$ cat src/rtl/bp_be_pkg.sv
// Shared types and helpers for the backend stride-prefetch controller.
package bp_be_pkg;

  localparam int unsigned bp_be_vaddr_width_gp = 39;

  typedef enum logic {
    e_idle  = 1'b0,
    e_issue = 1'b1
  } bp_be_pf_state_e;

  typedef struct packed {
    logic [bp_be_vaddr_width_gp-1:0] pc;
    logic [bp_be_vaddr_width_gp-1:0] eaddr;
  } bp_be_train_req_s;

  // Byte-offset bits inside one dcache line of line_width bits.
  function automatic int unsigned line_offset_width(input int unsigned line_width);
    return $clog2(line_width / 8);
  endfunction

  localparam int unsigned bp_be_line_offset_width_gp = line_offset_width(512);

endpackage

$ cat src/rtl/bp_be_pf_rr_arb2.sv
// Two-input round-robin arbiter; on contention the port not granted last wins.
module bp_be_pf_rr_arb2 (
  input  logic       clk_i,
  input  logic       reset_n_i,
  input  logic       en_i,
  input  logic [1:0] v_i,
  output logic [1:0] grant_o
);

  // High when port 1 holds priority on contention; reset favours port 0.
  logic       r_prio1;
  logic [1:0] w_grant;

  // NOTE: combinational blocks assign every output a default first so no latch is inferred.
  always_comb begin
    w_grant = 2'b00;
    if (en_i) begin
      if (v_i == 2'b11) w_grant = r_prio1 ? 2'b10 : 2'b01;
      else              w_grant = v_i;
    end
  end

  // NOTE: sequential state uses non-blocking assignments so all flops update together.
  always_ff @(posedge clk_i or negedge reset_n_i) begin
    if (!reset_n_i)      r_prio1 <= 1'b0;
    else if (w_grant[0]) r_prio1 <= 1'b1;
    else if (w_grant[1]) r_prio1 <= 1'b0;
  end

  assign grant_o = w_grant;

endmodule

$ cat src/rtl/bp_be_stride_prefetch_ctrl.sv
// Arbitrates load training into the RPT, aligns stride reports with their
// effective address and issues a line-deduplicated prefetch burst.
module bp_be_stride_prefetch_ctrl
  import bp_be_pkg::*;
#(
  parameter int unsigned vaddr_width_p     = bp_be_vaddr_width_gp,
  parameter int unsigned stride_width_p    = 8,
  parameter int unsigned prefetch_degree_p = 2,
  parameter int unsigned line_width_p      = 512,
  parameter int unsigned rpt_latency_p     = 2
) (
  input  logic                      clk_i,
  input  logic                      reset_n_i,
  input  logic                      train0_v_i,
  input  logic [vaddr_width_p-1:0]  train0_pc_i,
  input  logic [vaddr_width_p-1:0]  train0_eaddr_i,
  output logic                      train0_ready_o,
  input  logic                      train1_v_i,
  input  logic [vaddr_width_p-1:0]  train1_pc_i,
  input  logic [vaddr_width_p-1:0]  train1_eaddr_i,
  output logic                      train1_ready_o,
  input  logic                      rpt_init_done_i,
  output logic                      rpt_w_v_o,
  output logic [vaddr_width_p-1:0]  rpt_pc_o,
  output logic [vaddr_width_p-1:0]  rpt_eff_addr_o,
  input  logic                      rpt_stride_v_i,
  input  logic [stride_width_p-1:0] rpt_stride_i,
  input  logic                      flush_i,
  output logic                      pf_v_o,
  output logic [vaddr_width_p-1:0]  pf_addr_o,
  input  logic                      pf_ready_i,
  output logic                      busy_o,
  output logic [7:0]                drop_cnt_o
);

  localparam int unsigned off_lp   = line_offset_width(line_width_p);
  localparam int unsigned line_w_lp = vaddr_width_p - off_lp;
  localparam int unsigned rem_w_lp  = $clog2(prefetch_degree_p + 1);

  logic [1:0]        w_grant;
  bp_be_train_req_s  w_win;

  // Reset also masks grants so the RPT strobe is quiet while reset is held.
  bp_be_pf_rr_arb2 u_arb (
    .clk_i     (clk_i),
    .reset_n_i (reset_n_i),
    .en_i      (rpt_init_done_i & reset_n_i),
    .v_i       ({train1_v_i, train0_v_i}),
    .grant_o   (w_grant)
  );

  always_comb begin
    w_win = '0;
    if (w_grant[0])      w_win = '{pc: train0_pc_i, eaddr: train0_eaddr_i};
    else if (w_grant[1]) w_win = '{pc: train1_pc_i, eaddr: train1_eaddr_i};
  end

  assign train0_ready_o = w_grant[0];
  assign train1_ready_o = w_grant[1];
  assign rpt_w_v_o      = |w_grant;
  assign rpt_pc_o       = w_win.pc;
  assign rpt_eff_addr_o = w_win.eaddr;

  // Shadow pipe: entry 0 is the newest grant, the tail lines up with the RPT report.
  logic [rpt_latency_p-1:0]                    r_sh_v;
  logic [rpt_latency_p-1:0][vaddr_width_p-1:0] r_sh_eaddr;

  // NOTE: the shadow entries are reset because their valid bits gate report acceptance.
  always_ff @(posedge clk_i or negedge reset_n_i) begin
    if (!reset_n_i) begin
      r_sh_v     <= '0;
      r_sh_eaddr <= '0;
    end else if (flush_i) begin
      r_sh_v     <= '0;
      r_sh_eaddr <= '0;
    end else begin
      r_sh_v[0]     <= |w_grant;
      r_sh_eaddr[0] <= w_win.eaddr;
      for (int i = 1; i < rpt_latency_p; i++) begin
        r_sh_v[i]     <= r_sh_v[i-1];
        r_sh_eaddr[i] <= r_sh_eaddr[i-1];
      end
    end
  end

  logic                     w_tail_v;
  logic [vaddr_width_p-1:0] w_tail_eaddr;
  logic [vaddr_width_p-1:0] w_stride_ext;
  logic                     w_report_ok;

  assign w_tail_v     = r_sh_v[rpt_latency_p-1];
  assign w_tail_eaddr = r_sh_eaddr[rpt_latency_p-1];
  assign w_stride_ext = {{(vaddr_width_p-stride_width_p){rpt_stride_i[stride_width_p-1]}},
                         rpt_stride_i};
  assign w_report_ok  = rpt_stride_v_i & w_tail_v & (rpt_stride_i != '0) & ~flush_i;

  bp_be_pf_state_e          r_state,     w_state_n;
  logic [vaddr_width_p-1:0] r_base,      w_base_n;
  logic [vaddr_width_p-1:0] r_stride,    w_stride_n;
  logic [rem_w_lp-1:0]      r_rem,       w_rem_n;
  logic [line_w_lp-1:0]     r_last_line, w_last_line_n;
  logic                     r_last_v,    w_last_v_n;
  logic [7:0]               r_drop_cnt,  w_drop_cnt_n;
  logic                     w_skip;
  logic                     w_pf_v;

  assign w_skip = (r_state == e_issue) & r_last_v
                & (r_base[vaddr_width_p-1:off_lp] == r_last_line);

  always_comb begin
    w_state_n     = r_state;
    w_base_n      = r_base;
    w_stride_n    = r_stride;
    w_rem_n       = r_rem;
    w_last_line_n = r_last_line;
    w_last_v_n    = r_last_v;
    w_drop_cnt_n  = r_drop_cnt;
    w_pf_v        = 1'b0;
    unique case (r_state)
      e_idle: begin
        if (w_report_ok) begin
          w_base_n   = w_tail_eaddr + w_stride_ext;
          w_stride_n = w_stride_ext;
          w_rem_n    = rem_w_lp'(prefetch_degree_p);
          w_state_n  = e_issue;
        end
      end
      e_issue: begin
        w_pf_v = ~w_skip;
        if (w_report_ok && (r_drop_cnt != 8'hFF)) w_drop_cnt_n = r_drop_cnt + 8'd1;
        // A same-line target retires silently; otherwise it waits for the handshake.
        if (w_skip || pf_ready_i) begin
          if (!w_skip) begin
            w_last_line_n = r_base[vaddr_width_p-1:off_lp];
            w_last_v_n    = 1'b1;
          end
          w_base_n = r_base + r_stride;
          w_rem_n  = r_rem - rem_w_lp'(1);
          if (r_rem == rem_w_lp'(1)) w_state_n = e_idle;
        end
        if (flush_i) w_state_n = e_idle;
      end
      default: w_state_n = e_idle;
    endcase
  end

  always_ff @(posedge clk_i or negedge reset_n_i) begin
    if (!reset_n_i) begin
      r_state     <= e_idle;
      r_base      <= '0;
      r_stride    <= '0;
      r_rem       <= '0;
      r_last_line <= '0;
      r_last_v    <= 1'b0;
      r_drop_cnt  <= '0;
    end else begin
      r_state     <= w_state_n;
      r_base      <= w_base_n;
      r_stride    <= w_stride_n;
      r_rem       <= w_rem_n;
      r_last_line <= w_last_line_n;
      r_last_v    <= w_last_v_n;
      r_drop_cnt  <= w_drop_cnt_n;
    end
  end

  assign pf_v_o     = w_pf_v;
  assign pf_addr_o  = w_pf_v ? r_base : '0;
  assign busy_o     = (r_state == e_issue);
  assign drop_cnt_o = r_drop_cnt;

endmodule

$ cat config.mk
export PLATFORM = sky130hd
export DESIGN_NAME = bp_be_stride_prefetch_ctrl
export DESIGN_NICKNAME = d
export VERILOG_FILES = /design/src/rtl/bp_be_pkg.sv /design/src/rtl/bp_be_pf_rr_arb2.sv /design/src/rtl/bp_be_stride_prefetch_ctrl.sv
export SDC_FILE = /design/constraint.sdc
export NUM_CORES = 1
export LEC_CHECK = 0
export CAP_MARGIN = 20
export CORE_UTILIZATION = 51
export DETAILED_ROUTE_END_ITERATION = 7
export GPL_TIMING_DRIVEN = 0
export HOLD_SLACK_MARGIN = 0.12
export PLACE_DENSITY = 0.83
export RECOVER_POWER = 100
export SLEW_MARGIN = 25
export SYNTH_ARGS = -nofsm -noshare
export SYNTH_HDL_FRONTEND = slang
export SYNTH_HIERARCHICAL = 1
export SYNTH_SLANG_ARGS = --single-unit
$ cat constraint.sdc
create_clock -name clk_i -period 4.1 [get_ports clk_i]
set_input_delay 1.025 -clock clk_i [delete_from_list [all_inputs] [get_ports clk_i]]
set_output_delay 1.025 -clock clk_i [all_outputs]
set_load 0.01 [all_outputs]
### Word level (Yosys, flattened, before mapping)

Cells that the tools add are included.

| word-level totals | value |
|---|---|
| output and inout bits | 130 |
| bits in registers | 173 |
| input port bits | 172 |
| word-level logic and storage cells | 61 |

| operators by class | value |
|---|---|
| mux-type cells | 22 |
| equality and inequality tests | 6 |
| add/subtract/negate cells | 4 |
| bitwise gates (word level) | 9 |
| reductions and logical operators | 9 |

Operators by type and width:

| cell | count |
|---|---|
| $mux 78 | 3 |
| $mux 39 | 3 |
| $add 39x39->39 | 2 |
| $pmux 39 s2 | 1 |
| $eq 33x33->1 | 1 |
| $mux 2 | 6 |
| $add 8x1->8 const B | 1 |
| $ne 8x8->1 const B | 1 |
| $reduce_bool 8->1 | 1 |
| $mux 1 | 7 |
| $and 1x1->1 | 6 |
| $reduce_and 2->1 | 3 |
| $pmux 2 s2 | 1 |
| $not 1->1 | 3 |
| $reduce_and 3->1 | 1 |
| $eq 2x1->1 const B | 1 |
| $eq 2x2->1 const B | 1 |
| $ne 2x1->1 const B | 1 |
| $ne 2x2->1 const B | 1 |
| $pmux 1 s2 | 1 |
| $reduce_bool 2->1 | 1 |
| $reduce_or 2->1 | 1 |
| $sub 2x1->2 const B | 1 |
| $logic_and 1x1->1 | 1 |
| $logic_or 1x1->1 | 1 |

### Longest topological paths before layout

| depth | value |
|---|---|
| depth in word-level cells | 6 |
| gate-level depth with buffers | 13 |
| mapped depth without buffers | 13 |

### Modules after synthesis

Netlist, hierarchy kept.

By module, submodules not included:

| module | instances | area an instance (sq um) | seq. area each (sq um) | cells an instance |
|---|---|---|---|---|
| bp_be_stride_prefetch_ctrl | 1 | 11870.1 | 4304.1 | 1272 |
| bp_be_pf_rr_arb2 | 1 | 61.3 | 25.0 | 8 |

### Worst setup path before layout

Ideal clock, no wire load.

| timing | value |
|---|---|
| path type | input to output |
| start point | input rpt_init_done_i |
| end point | output rpt_pc_o[28] |
| setup slack | 0.455 ns |
| arrival | 2.620 ns |
| data required time | 3.075 ns |
| buffers on the path | 4 |
| cell stages on the path | 9 |
| path through | and2_1 nand2_1 a21oi_1 clkbuf_1 nor2b_1 clkbuf_1 clkbuf_1 clkbuf_1 a22o_1 |

| between the ends | value |
|---|---|
| elaborated cells between the ends (all ways) | 4 |
| those cells by class | 3 x mux; 1 x bitwise |

RTL lines:

| what | line | source |
|---|---|---|
| start, declared | bp_be_stride_prefetch_ctrl.sv:22 | `input logic rpt_init_done_i,` |
| $and 1x1->1 | bp_be_stride_prefetch_ctrl.sv:47 | `.en_i (rpt_init_done_i & reset_n_i),` |
| $mux 2 | bp_be_pf_rr_arb2.sv:17 | `if (en_i) begin` |
| via train0_ready_o | bp_be_stride_prefetch_ctrl.sv:17 | `output logic train0_ready_o,` |
| $mux 78 | bp_be_stride_prefetch_ctrl.sv:54 | `if (w_grant[0]) w_win = '{pc: train0_pc_i, eaddr: train0_eaddr_i};` |
| end, declared | bp_be_stride_prefetch_ctrl.sv:24 | `output logic [vaddr_width_p-1:0] rpt_pc_o,` |

The timed path passes the listed nets, and every way through them passes these cells.

### Worst setup path in the final report

| timing | value |
|---|---|
| start point | input rpt_init_done_i |
| end point | output rpt_eff_addr_o[16] |

| between the ends | value |
|---|---|
| word-level cells in the longest chain between the ends | 4 |

Ends and longest elaborated chain:

| what | line | source |
|---|---|---|
| $and 1x1->1 * | bp_be_stride_prefetch_ctrl.sv:47 |  |
| $mux 2 * | bp_be_pf_rr_arb2.sv:17 |  |
| $mux 78 | bp_be_stride_prefetch_ctrl.sv:55 | `else if (w_grant[1]) w_win = '{pc: train1_pc_i, eaddr: train1_eaddr_i};` |
| $mux 78 * | bp_be_stride_prefetch_ctrl.sv:54 |  |
| end, declared | bp_be_stride_prefetch_ctrl.sv:25 | `output logic [vaddr_width_p-1:0] rpt_eff_addr_o,` |

Mark *: on every way between the ends. The rest lies on a longest branch, timed or not.

==> metrics.md <==
| Metric | Value |
|---|---|
| Number of setup violations in the final report | `0` |
| Clock slew at reported path FFs | `0.06 ns` |
| Number of cell rows | `55` |
| Class of the tightest hold or removal check | `primary input to async pin` |
| Total standard cell area after synthesis | `11930 um2` |
| Sequential fraction of design power | `34.8%` |
| Post-layout nets | `1866` |
| Cell total after placement | `1895` |
| Most frequent cells in the layout | `sky130_fd_sc_hd__clkdlybuf4s50_1 (220), sky130_fd_sc_hd__dfrtp_1 (172), sky130_fd_sc_hd__a21oi_1 (110)` |
| Placeable Area | `22780 um2` |
| Share of the synthesized netlist area taken by xor and xnor gates | `8.001%` |
| Peak per-stage delay on the critical path | `0.45 ns` |
| Number of antenna violations at the first check in global routing | `3` |
| Crit path kind | `primary input to output pin` |
| Number of warning messages in the yosys log | `6` |
| CTS H-tree lvls | `4` |
| Internal | `4.178 mW` |
| Global route overflow | `0` |
| Worst setup slack after layout | `0.05603 ns` |
| Average wire per standard cell | `19.43 um` |
| Share of the synthesized area in compound gates (AO/OA/AOI/OAI) | `23.06%` |
| Simple-gate share of the synthesized area | `16.73%` |
| Max Clock Skew | `0.01223 ns` |
| Vias/cell | `5.699` |
| Critical path, cell by cell | `clkdlybuf4s50_1 -> and2_4 -> nand2_1 -> a21oi_2 -> nor2b_4 -> buf_4 -> clkbuf_4 -> a22o_1 -> dlygate4sd2_1` |
| Root buffer cell | `sky130_fd_sc_hd__clkbuf_16` |
| Worst Path Buf+Inv | `4` |
| Register-to-register path setup slack | `0.16 ns` |
| Clk Latency, worst-skew pair | `0.43 ns` |
| Violations in the final reports | `max-capacitance violations, max-slew violations` |
| Data arrival at the endpoint of the critical path | `3.02 ns` |
| Total via count after detailed routing | `11070` |
| Critical path fanouts, max | `10` |
| Post-synthesis to final-layout area growth | `35.07%` |
| Post-synth ARST share | `100.0%` |
| Highest-delay cell along the critical path | `sky130_fd_sc_hd__clkdlybuf4s50_1` |
| Count of TritonRoute iterations in the first routing pass | `5` |
| Least-Margin Pin Slew | `2.199 ns` |
| Share of layout cells above drive strength 1 | `8.974%` |
| Dominant delay contributor by cell family on the critical path | `buffers and inverters` |
| Power per cell area | `419.2 nW/um2` |
| Hold slack | `0.4371 ns` |
| Max Freq | `247.3 MHz` |
| Antenna-violating nets left | `0` |
| Die X | `155.0 um` |
| Total global routing track utilization | `31.94%` |
| Main combinational cell family by area after synthesis | `compound AO/OA/AOI/OAI gates` |
| Depth of the worst register-to-register path | `11` |
| Adder and majority cell fraction of the synthesized area | `8.515%` |
| Global-route wire length before repair | `59370 um` |
| Startpoint type of the worst setup path | `primary input` |
| FF-to-FF Start | `r_stride[7]` |
| Chip Height | `155.0 um` |
| Placement-stage worst setup slack | `-1.258 ns` |
| Deepest clock path buffer count | `2` |
| Leak pwr | `7.782 nW` |
| Clock period minus final worst setup slack | `4.044 ns` |
| Worst endpoint required time | `3.07 ns` |
| Via count of the first global-routing pass | `11130` |
| Multiplexer area fraction after synthesis | `4.457%` |
| Number of flops mapped to enable cells by yosys | `0` |
| Synth cell types | `70` |
| Max capacitance violation total | `2` |
| Number of sinks handled by clock tree synthesis | `173` |
| DP HPWL | `29220 um` |
| Most frequent standard cell in the layout excluding fill and tap cells | `sky130_fd_sc_hd__clkdlybuf4s50_1` |
| Boundary Pins | `302` |
| Mapped Cells | `1280` |
| CTS buffer count | `17` |
| Clock tree from TritonCTS | `yes` |
| Count of buffers from port buffering | `301` |
| Final wirelength | `37760 um` |
| Final hold vios | `0` |
| RR Endpoint | `r_base[38]` |
| Dominant synthesized flop cell | `sky130_fd_sc_hd__dfrtp_1` |
| Total power consumption of the routed design | `6.756 mW` |
| Starting density of the core | `52.38%` |
| Total DRC errors in the routed layout | `0` |
| Net switching share of the total power | `38.15%` |
| Sequential share of the synthesized area | `36.28%` |
| Launching element of the worst setup path | `rpt_init_done_i` |
| Number of register bits inferred by synthesis | `173` |
| Type of destination of the critical path | `output pin` |
| Share of total power in combinational logic | `41.0%` |
| Mean instance size in the synthesized netlist | `9.321 um2` |
| Sw power | `2.577 mW` |
| Final std cells w/o fill | `1943` |
| Maximum number of pins on one net before global-route repair | `87` |
| Detailed Route Iter0 Violations | `652` |
| Weighted congestion reported at the end of routability-driven placement | `0.8845` |
| Post-synthesis net count | `1532` |
| Period utilization | `98.63%` |
| Relative slew slack | `-46.62%` |
| Max-slew violations | `132` |
| Clock share of power | `24.2%` |
| Die ar. | `24010 um2` |
| Max rail drop VDD | `0.2783 mV` |
| Result of the run | `finished, violations left` |
logic make-up (layout without fill, tap and decap cells):
logic type      Yosys count  after routing
simple gates            387            387
xor+xnor                109            109
mux                      48             48
buf+inv                  92            439
compound gates          391            391
fa+ha+maj                80             80
flops                   173            173
other cells               0              3
worst reg2reg max path: stages (launching register included):
cell and delay (ns):
sky130_fd_sc_hd__dfrtp_2 0.86, sky130_fd_sc_hd__ha_1 0.44, sky130_fd_sc_hd__a21oi_1 0.22, sky130_fd_sc_hd__o22ai_1 0.11, sky130_fd_sc_hd__a211oi_1 0.32, sky130_fd_sc_hd__o211ai_2 0.21, sky130_fd_sc_hd__and4_1 0.24, sky130_fd_sc_hd__o21ai_0 0.35
sky130_fd_sc_hd__a211oi_1 0.13, sky130_fd_sc_hd__nor3b_1 0.64, sky130_fd_sc_hd__a32o_1 0.25, sky130_fd_sc_hd__nand2b_1 0.10
registers in the layout, indices dropped and copies added, names as in the netlist:
signal         flops
r_sh_v             2
w_tail_eaddr      39
busy_o             1
drop_cnt_o         8
r_last_line       33
r_rem              2
r_base            39
r_stride           8
r_sh_eaddr        39
u_arb/r_prio1      1
r_last_v           1
how the worst max path moves through the flow:
stage | to | slack (ns) | cells past startpoint
after floorplan | rpt_pc_o[28] | 0.45 | 9
after global placement | rpt_pc_o[8] | -7.04 | 10
final | rpt_eff_addr_o[16] | 0.06 | 9
after global routing | rpt_eff_addr_o[14] | -0.03 | 9
after detailed placement | rpt_pc_o[8] | -1.26 | 10
after CTS | rpt_pc_o[13] | -0.004 | 11
cell usage after synthesis (4+ instances only):
master	count	share of area [%]
sky130_fd_sc_hd__clkbuf_1	59	1.9
sky130_fd_sc_hd__nand2b_1	13	0.68
sky130_fd_sc_hd__o21ai_0	48	2.0
sky130_fd_sc_hd__buf_1	6	0.19
sky130_fd_sc_hd__a21oi_1	112	4.7
sky130_fd_sc_hd__o21a_1	8	0.50
sky130_fd_sc_hd__inv_1	26	0.82
sky130_fd_sc_hd__nor3_1	10	0.42
sky130_fd_sc_hd__nand4_1	12	0.63
sky130_fd_sc_hd__o22ai_1	8	0.42
sky130_fd_sc_hd__a211oi_1	14	0.88
sky130_fd_sc_hd__o21ai_1	6	0.25
sky130_fd_sc_hd__a22o_1	78	5.7
sky130_fd_sc_hd__nand3_1	19	0.80
sky130_fd_sc_hd__ha_1	78	8.2
sky130_fd_sc_hd__and4_1	4	0.29
sky130_fd_sc_hd__nor2_1	74	2.3
sky130_fd_sc_hd__and3_1	9	0.47
sky130_fd_sc_hd__o211ai_1	7	0.44
sky130_fd_sc_hd__mux2_2	41	3.9
sky130_fd_sc_hd__o21bai_1	10	0.63
sky130_fd_sc_hd__xnor2_1	43	3.2
sky130_fd_sc_hd__xor2_1	66	4.8
sky130_fd_sc_hd__a21oi_2	4	0.29
sky130_fd_sc_hd__mux2i_1	7	0.59
sky130_fd_sc_hd__dfrtp_1	173	36
sky130_fd_sc_hd__nor4_1	11	0.58
sky130_fd_sc_hd__a221oi_1	4	0.29
sky130_fd_sc_hd__a21o_1	43	2.7
sky130_fd_sc_hd__a31oi_1	9	0.47
sky130_fd_sc_hd__and2_1	84	4.4
sky130_fd_sc_hd__o31a_1	4	0.29
sky130_fd_sc_hd__nand2_1	91	2.9
sky130_fd_sc_hd__nor2b_1	47	2.5
power by group through the flow:
stage	Combinational [mW]	Clock, mW	Sequential, mW
4_1_cts	2.74	1.66	2.34
6_report	2.77	1.64	2.35
3_3_place_gp	2.66	0	2.36
2_1_floorplan	1.95	0	2.24
5_1_grt	3.06	1.72	2.40
3_5_place_dp	2.72	0	2.38
through the flow:
step	area [um2]	TNS, ns	utilization (%)
after CTS	16120	-0.006353	70.75
after floorplan	11930	0	-
after global placement	15340	-1616.32	67.33
after detailed placement	15360	-73.14	67.45
final	16120	0	70.75
after global routing	16120	-0.1240	70.75
per-layer routing:
metal / GRT usage (%) / wire (um) / part of all wire, %
met5: 0 / 0 / 0
met2: 56.46 / 18710 / 50
met1: 39.69 / 15820 / 42
met4: 10.23 / 905 / 2.4
met3: 5.292 / 2316 / 6.1
cell type report:
type | count | area [um2]
timing repair buffer | 317 | 3059
antenna | 3 | 7.507
inverter | 26 | 97.59
clock buffer | 20 | 456.7
sequential | 173 | 4330
tap | 313 | 391.6
clock inverter | 12 | 133.9
multi-input combinational | 1015 | 7301
buffer | 64 | 337.8
fill | 1778 | 6663
what timing repair did:
action                                  CTS  global route
pin swaps                                 1             1
endpoints found under the setup margin   79            40
hold buffers                              0             0
buffers inserted                         10             4
cloned                                    1             0
resized for setup                       144            13
No activity file was read; power rests on OpenSTA's default activity.
